===== config.mk =====
export PLATFORM = sky130hd
export DESIGN_NAME = byte_fifo
export DESIGN_NICKNAME = d
export VERILOG_FILES = /design/src/rtl/byte_fifo_pkg.sv /design/src/rtl/byte_fifo_mem.sv /design/src/rtl/byte_fifo.sv
export SDC_FILE = /design/constraint.sdc
export NUM_CORES = 1
export LEC_CHECK = 0
export ABC_AREA = 1
export CAP_MARGIN = 15
export CORE_MARGIN = 5
export CORE_UTILIZATION = 50
export CTS_BUF_LIST = sky130_fd_sc_hd__clkbuf_16
export CTS_CLUSTER_DIAMETER = 40
export CTS_CLUSTER_SIZE = 10
export DETAILED_ROUTE_END_ITERATION = 8
export DONT_BUFFER_PORTS = 1
export GPL_TIMING_DRIVEN = 1
export PLACE_DENSITY = 0.69
export SYNTH_ARGS = -nofsm -noshare
export SYNTH_HDL_FRONTEND = slang
export SYNTH_SLANG_ARGS = --single-unit

===== constraint.sdc =====
create_clock -name clk -period 3.4 [get_ports clk]
set_input_delay 0 -clock clk [delete_from_list [all_inputs] [get_ports clk]]
set_output_delay 0 -clock clk [all_outputs]
set_load 0.01 [all_outputs]

===== src/rtl/byte_fifo_pkg.sv =====
// Shared constants for the byte FIFO and the downstream 8-to-5 symbol modulator chain.
package byte_fifo_pkg;

  localparam int unsigned ByteWidth    = 8;
  localparam int unsigned DefaultDepth = 16;
  localparam int unsigned SymbolWidth  = 5;

endpackage


===== src/rtl/byte_fifo_mem.sv =====
// Byte register array: clocked write port, asynchronous read port for first-word-fall-through.
module byte_fifo_mem
  import byte_fifo_pkg::*;
#(
  parameter int unsigned DEPTH = DefaultDepth,
  parameter int unsigned AW    = 4
) (
  input  logic                 clk,
  input  logic                 we,
  input  logic [AW-1:0]        waddr,
  input  logic [ByteWidth-1:0] wdata,
  input  logic [AW-1:0]        raddr,
  output logic [ByteWidth-1:0] rdata
);

  logic [ByteWidth-1:0] mem_q [DEPTH];

  // Contents are deliberately not reset; pointers alone define validity.
  always_ff @(posedge clk) begin
    if (we) begin
      mem_q[waddr] <= wdata;
    end
  end

  assign rdata = mem_q[raddr];

endmodule


===== src/rtl/byte_fifo.sv =====
// First-word-fall-through byte FIFO with sticky overflow/underflow flags.
// Optional occupancy output enabled by defining BYTE_FIFO_LEVEL_EN.
module byte_fifo
  import byte_fifo_pkg::*;
#(
  parameter int unsigned DEPTH = DefaultDepth,
  parameter int unsigned AW    = 4
) (
  input  logic                 clk,
  input  logic                 reset,
  input  logic                 wr_en,
  input  logic [ByteWidth-1:0] din,
  input  logic                 rd,
  output logic [ByteWidth-1:0] dout,
  output logic                 rdy,
  output logic                 full,
  output logic                 ovf,
  output logic                 udf
`ifdef BYTE_FIFO_LEVEL_EN
  ,
  output logic [AW:0]          level
`endif
);

  logic [AW:0] wptr_q, wptr_d;
  logic [AW:0] rptr_q, rptr_d;
  logic        ovf_q, ovf_d;
  logic        udf_q, udf_d;
  logic        rd_acc, wr_acc;

  assign rdy  = (wptr_q == rptr_q);
  assign full = (wptr_q[AW-1:0] == rptr_q[AW-1:0]) && (wptr_q[AW] != rptr_q[AW]);

  // A read frees a slot in the same cycle, so a full FIFO can still accept a write.
  assign rd_acc = rd & ~rdy;
  assign wr_acc = wr_en & (~full | rd_acc);

  always_comb begin
    wptr_d = wptr_q;
    rptr_d = rptr_q;
    ovf_d  = ovf_q;
    udf_d  = udf_q;
    if (wr_acc) wptr_d = wptr_q + 1'b1;
    if (rd_acc) rptr_d = rptr_q + 1'b1;
    if (wr_en && !wr_acc) ovf_d = 1'b1;
    if (rd && rdy) udf_d = 1'b1;
  end

  always_ff @(posedge clk) begin
    if (reset) begin
      wptr_q <= '0;
      rptr_q <= '0;
      ovf_q  <= 1'b0;
      udf_q  <= 1'b0;
    end else begin
      wptr_q <= wptr_d;
      rptr_q <= rptr_d;
      ovf_q  <= ovf_d;
      udf_q  <= udf_d;
    end
  end

  assign ovf = ovf_q;
  assign udf = udf_q;

`ifdef BYTE_FIFO_LEVEL_EN
  logic [AW:0] level_q;

  always_ff @(posedge clk) begin
    if (reset) begin
      level_q <= '0;
    end else begin
      level_q <= wptr_d - rptr_d;
    end
  end

  assign level = level_q;
`endif

  byte_fifo_mem #(
    .DEPTH (DEPTH),
    .AW    (AW)
  ) u_mem (
    .clk   (clk),
    .we    (wr_acc),
    .waddr (wptr_q[AW-1:0]),
    .wdata (din),
    .raddr (rptr_q[AW-1:0]),
    .rdata (dout)
  );

endmodule


==> results of run 1 <==
==> layout by cell type, fill, tap and decap left out, drive strengths merged, types with 4 or more instances in the layout <==
master / instances
o211ai: 32
inv: 18
a21oi: 7
nand3: 18
dlygate4sd3: 12
xor2: 4
o21ai: 73
clkinv: 8
nor2: 126
nand2: 42
clkbuf: 17
edfxtp: 128
ha: 5
dfxtp: 16
==> path summary, 6_finish.rpt <==
kind	cells past startpoint	end	start	slack, ns
min reg2reg	2	wptr_q[4]	wptr_q[4]	0.51
max	4	dout[2]	register	0.97
min	3	udf	rd	0.29
max reg2reg	7	u_mem.mem_q[4][0]	wptr_q[4]	1.29
==> per-layer routing <==
metal | vias up | GRT usage | part of all wire
met5 | - | 0 | 0
met1 | 1794 | 0.2420 | 0.41
li1 | 1789 | - | -
met2 | 133 | 0.3311 | 0.51
met3 | 20 | 0.04346 | 0.055
met4 | 0 | 0.09703 | 0.028
==> worst min-delay path, delay by kind of cell <==
kind / cells / cell delay, ns
buffers and inverters: 1 / 0.55
AND/OR/NAND/NOR: 1 / 0.08
AO/OA/AOI/OAI: 1 / 0.04
==> cells by family (layout without fill, tap and decap cells) <==
logic type               Yosys count  in the layout  synth area share
AO/OA/AOI/OAI                    113            113            0.1093
adder cells (fa/ha/maj)            5              5           0.01058
XOR/XNOR                           7              7           0.01036
AND/OR/NAND/NOR                  188            188            0.1347
buffers and inverters             43             61           0.03109
flip-flops                       144            144            0.7039
==> through the flow <==
stage,utilization,instances,setup WS (ns),hold WS [ns],area [µm²]
floorplan,-,500,1.623,0.09887,5916
global placement,0.5201,618,1.377,0.07277,5989
detailed placement,0.5201,618,1.318,0.07568,5989
CTS,0.5805,661,0.9541,0.2536,6685
global route,0.5805,661,0.8017,0.3211,6685
finish,0.5805,661,0.9658,0.2888,6685
==> sequential cells by signal, summed over array words and instances, names as in the netlist, named ones only <==
register	count
rptr_q	5
u_mem.mem_q	128
ovf	1
wptr_q	5
udf	1
==> cells in the mapped netlist <==
master	number
ha_1	5
nor2_1	123
a31oi_1	1
buf_2	8
o21ai_0	67
nand2_1	34
clkbuf_1	14
nand3b_1	1
nor2_2	1
buf_1	2
o211ai_1	32
nand2_2	7
xor2_1	4
edfxtp_1	128
buf_4	2
inv_2	7
a21oi_1	7
nand3_1	17
nand2_4	1
xnor2_1	3
nor2_4	2
nand4_4	1
o21ai_1	6
dfxtp_1	16
inv_4	2
nand3_2	1
inv_1	8
==> layout make-up <==
class                      count  area (µm²)  share of cell area
sequential                   144        4167              0.6232
multi-input combinational    313        1568              0.2345
clock buffer                  17       425.4             0.06363
tap                          143       178.9             0.02676
clock inverter                14       150.1             0.02246
timing repair buffer          13       127.6             0.01909
inverter                      17       68.82             0.01029
==> power breakdown <==
part | switching, mW | total (mW) | internal, mW | leakage, nW
registers | 0.0521 | 2.01 | 1.96 | 1.29
clock network | 0.663 | 1.79 | 1.13 | 0.284
logic | 0.299 | 0.423 | 0.124 | 0.641
total | 1.01 | 4.23 | 3.21 | 2.21
==> qor.csv, run 1 <==
metric,value,unit
DRC,0,
Power Density,632.4,nW/µm²
chip width,118.8,µm
CP Buf/Inv Count,0,
Synth area leader,edfxtp_1,
CTS Buffer Depth,2,
post-route clock period utilization,0.7159,
outcome,completed,
routed vias,3736,
Initial DRT Pass Iterations,6,
layout cells sized above 1,0.1023,
Total Routing Usage GR,0.1972,
CP Launch Type,register,
count of pins over their slew limit,0,
RSZ-0062 raised after global routing,false,
cells along the critical path,o21ai_0 -> o211ai_1 -> o211ai_1 -> nand2_1,
Leak Pwr,2.213,nW
Critical Path Most Common Cell,o211ai_1,
vias in the first global route,3706,
critical path data arrival time,2.43,ns
Clock Latency Late Sink,0.42,ns
number of CTS-inserted buffers,17,
DRT iter0 DRCs,387,
max_slew headroom,0.2860,
warnings from Yosys,0,
io pins,24,
Setup crit end kind,primary output,
area share of the largest cell type after synthesis,0.6497,
Worst Tran Pin Value,1.071,ns
CP peak stage delay,1.02,ns
Syn Nets,517,
row cnt,39,
clock sink count,144,
Mapped Avg Cell Area,11.83,µm²
Finish-stage setup viols,0,
starting density of the core,0.5137,
Total Wirelength,13390,µm
pin count of the biggest net entering global routing,65,
WP data required,3.40,ns
clock slew at reported path FFs,0.05,ns
Post-Synthesis Cells,500,
number of I/O port buffers,0,
PostCTS Resize Cnt,0,
peak supply drop,0.0003261,V
Tot Pwr,4.228,mW
synthesized area,5916,µm²
max_cap viols,0,
largest delay contributor family on the critical path,flip-flops,
slowest CP cell,dfxtp_2,
first-pass GRT wire length,20510,µm
chip height,118.8,µm
H-tree depth,4,
Overflow after GRT,0,
Avg WL per Cell,20.26,µm
Filler Cell Count,934,
Final Hold Viols,0,
clk root buf,clkbuf_16,
vias per cell,5.652,
kind of critical path,reg2out,
post-route setup TNS,0,ns
Post-Route Skew,0.008526,ns
DRT antenna net count,0,
sequential element share of the synthesized area,0.7039,
register bit total from synthesis,144,
Final Wtd Congestion,0.7938,
Hold Crit Class,in2reg,
post-synth cell types,27,
Die ar.,14110,µm²
Tmin final,2.434,ns
fmax,410.8,MHz
Core Region,11520,µm²
"Area growth, synth to finish",13.01,%
cts hold-fix bufs,12,
Max Fanout on Critical Path,64,
initial antenna violation count,0,
"top cells by area, synth","edfxtp_1, nor2_1, o21ai_0",
CTS tree,done,
"Net count, final",523,
n_diodes,0,
post-DP HPWL,8209,µm
buffer count from post-CTS setup fixing,0,
(Power assumes the default switching activity.)
==> run 2: changes to the inputs <==
- clock period: 3.4 -> 2.5 ns (I/O delays scaled with it)
==> qor.csv, run 2 (synthesized netlist as in run 1, its figures left out) <==
metric,value,unit,change
DRT antenna net count,0,,unchanged
Final Wtd Congestion,0.8432,,+6.2%
clock sink count,144,,unchanged
Power Density,847.0,nW/µm²,+34%
Clock Latency Late Sink,0.41,ns,about the same
Tot Pwr,5.682,mW,+34%
Max Fanout on Critical Path,64,,unchanged
Non-Filler Instances,665,,+0.61%
clk root buf,clkbuf_16,,
top flop regs,"u_mem.mem_q (128), rptr_q (5), wptr_q (5)",,
kind of critical path,reg2out,,
Reg-to-Reg Start,wptr_q[4],,
CTS tree,done,,
Post-Route Skew,0.006159,ns,-0.002368 ns
Core Region,11520,µm²,unchanged
vias in the first global route,3905,,+5.4%
number of CTS-inserted buffers,17,,unchanged
"commonest non-fill, non-tap cell in the layout",edfxtp_1,,
RSZ-0062 raised after global routing,false,,
CTS Buffer Depth,2,,unchanged
Finish-stage setup viols,0,,unchanged
fmax,446.4,MHz,
Die ar.,14110,µm²,unchanged
max_slew headroom,0.4128,,+0.1268
r2r setup slk,0.37,ns,-0.92 ns
Worst R2R End,u_mem.mem_q[0][1],,
Setup crit end,dout[3],,
count of pins over their slew limit,0,,unchanged
DRC,0,,unchanged
first-pass GRT wire length,21590,µm,+5.3%
"Area growth, synth to finish",13.39,%,
pin count of the biggest net entering global routing,65,,unchanged
WP data required,2.50,ns,-0.90 ns
Final Util,0.5825,,+0.001956
Leak Pwr,2.200,nW,-0.58%
Final Hold Viols,0,,unchanged
Min Hold Slack,0.3314,ns,+0.04263 ns
Avg WL per Cell,20.94,µm,+3.3%
starting density of the core,0.5137,,unchanged
Worst Tran Pin Value,0.8779,ns,-0.1931 ns
outcome,completed,,
"Net count, final",525,,+0.38%
chip height,118.8,µm,unchanged
Placed Instances,620,,+0.32%
layout cells sized above 1,0.1113,,+0.009008
Total Wirelength,13930,µm,+4.0%
Largest register FFs,128,,unchanged
post-route clock period utilization,0.8961,,
Initial DRT Pass Iterations,5,,-1
io pins,24,,unchanged
post-DP HPWL,8744,µm,+6.5%
vias per cell,5.797,,+2.6%
max_cap viols,0,,unchanged
number of I/O port buffers,0,,unchanged
buffer count from post-CTS setup fixing,0,,unchanged
clock slew at reported path FFs,0.06,ns,about the same
Total Routing Usage GR,0.2078,,+0.01054
reg2reg path depth,7,,unchanged
Overflow after GRT,0,,unchanged
most frequent cells in the layout,"edfxtp_1, nor2_1, o21ai_0, nand2_1, o211ai_1",,
Tmin final,2.240,ns,
critical path data arrival time,2.24,ns,-0.19 ns
row cnt,39,,unchanged
"Most flops, register",u_mem.mem_q,,
Hold Crit Class,in2reg,,
CP Launch Type,register,,
routed vias,3855,,+3.2%
Setup crit end kind,primary output,,
initial antenna violation count,1,,+1
DRT iter0 DRCs,452,,+17%
Filler Cell Count,952,,+1.9%
chip width,118.8,µm,unchanged
peak supply drop,0.0005024,V,+54%
H-tree depth,4,,unchanged
post-route setup TNS,0,ns,unchanged
[run 2: changes by cell type in the layout (fill, tap and decap cells not counted), moves of 2 or more]
| cell | change |
|---|---|
| clkinv_2 | -5 |
| clkinv_4 | +4 |
| bufinv_16 | -2 |
| inv_6 | +3 |
| clkinvlp_4 | +4 |
[run 2: critical path: stages (launching register included)]
cell and delay, ns:
dfxtp_2 0.61, inv_6 0.28, nor2_1 0.18, nor2_1 0.05, o21ai_0 0.11, o21ai_0 0.17
o211ai_1 0.23, nand2_1 0.18
[run 2: layout make-up]
| class | count | area, µm² | share of cell area |
|---|---|---|---|
| Antenna cell | 1 | 2.502 | 0.0003731 |
| Clock buffer | 17 | 425.4 | 0.06342 |
| Clock inverter | 15 | 140.1 | 0.02089 |
| Inverter | 17 | 71.32 | 0.01063 |
| Multi-Input combinational cell | 313 | 1568 | 0.2337 |
| Sequential cell | 144 | 4167 | 0.6212 |
| Tap cell | 143 | 178.9 | 0.02667 |
| Timing Repair Buffer | 15 | 155.1 | 0.02313 |
[run 2: timing repair]
item,in CTS,in global routing
resized for setup,0,1
hold buffers,12,0
endpoints found under the setup margin,0,1
endpoints found under the hold margin,144,0
[run 2: power by group]
part	switching [mW]	total [mW]	internal [mW]
clock	0.980	2.35	1.37
sequential	0.0562	2.72	2.66
combinational	0.436	0.610	0.174
[run 2: worst min-delay path by stage]
stage	from	endpoint	cells past startpoint
4_1_cts	wr_en	wptr_q[2]	3
6_report	wr_en	wptr_q[2]	3
3_3_place_gp	reset	rptr_q[4]	1
5_1_grt	wr_en	wptr_q[2]	3
2_1_floorplan	din[0]	u_mem.mem_q[0][0]	0
3_5_place_dp	reset	wptr_q[2]	1
[run 2: metrics by stage]
step,instance area [µm²],setup WS (ns)
2_1_floorplan,5916,0.7234
3_3_place_gp,6017,0.4821
3_5_place_dp,6017,0.4197
4_1_cts,6703,0.1772
5_1_grt,6708,0.06667
6_report,6708,0.2597
[run 2: metal layers]
layer,GRT usage,up-vias,routed length (µm)
li1,-,1797,-
met1,0.2420,1860,5441
met2,0.3549,155,7079
met3,0.04394,43,812
met4,0.1217,0,594
met5,0,-,0
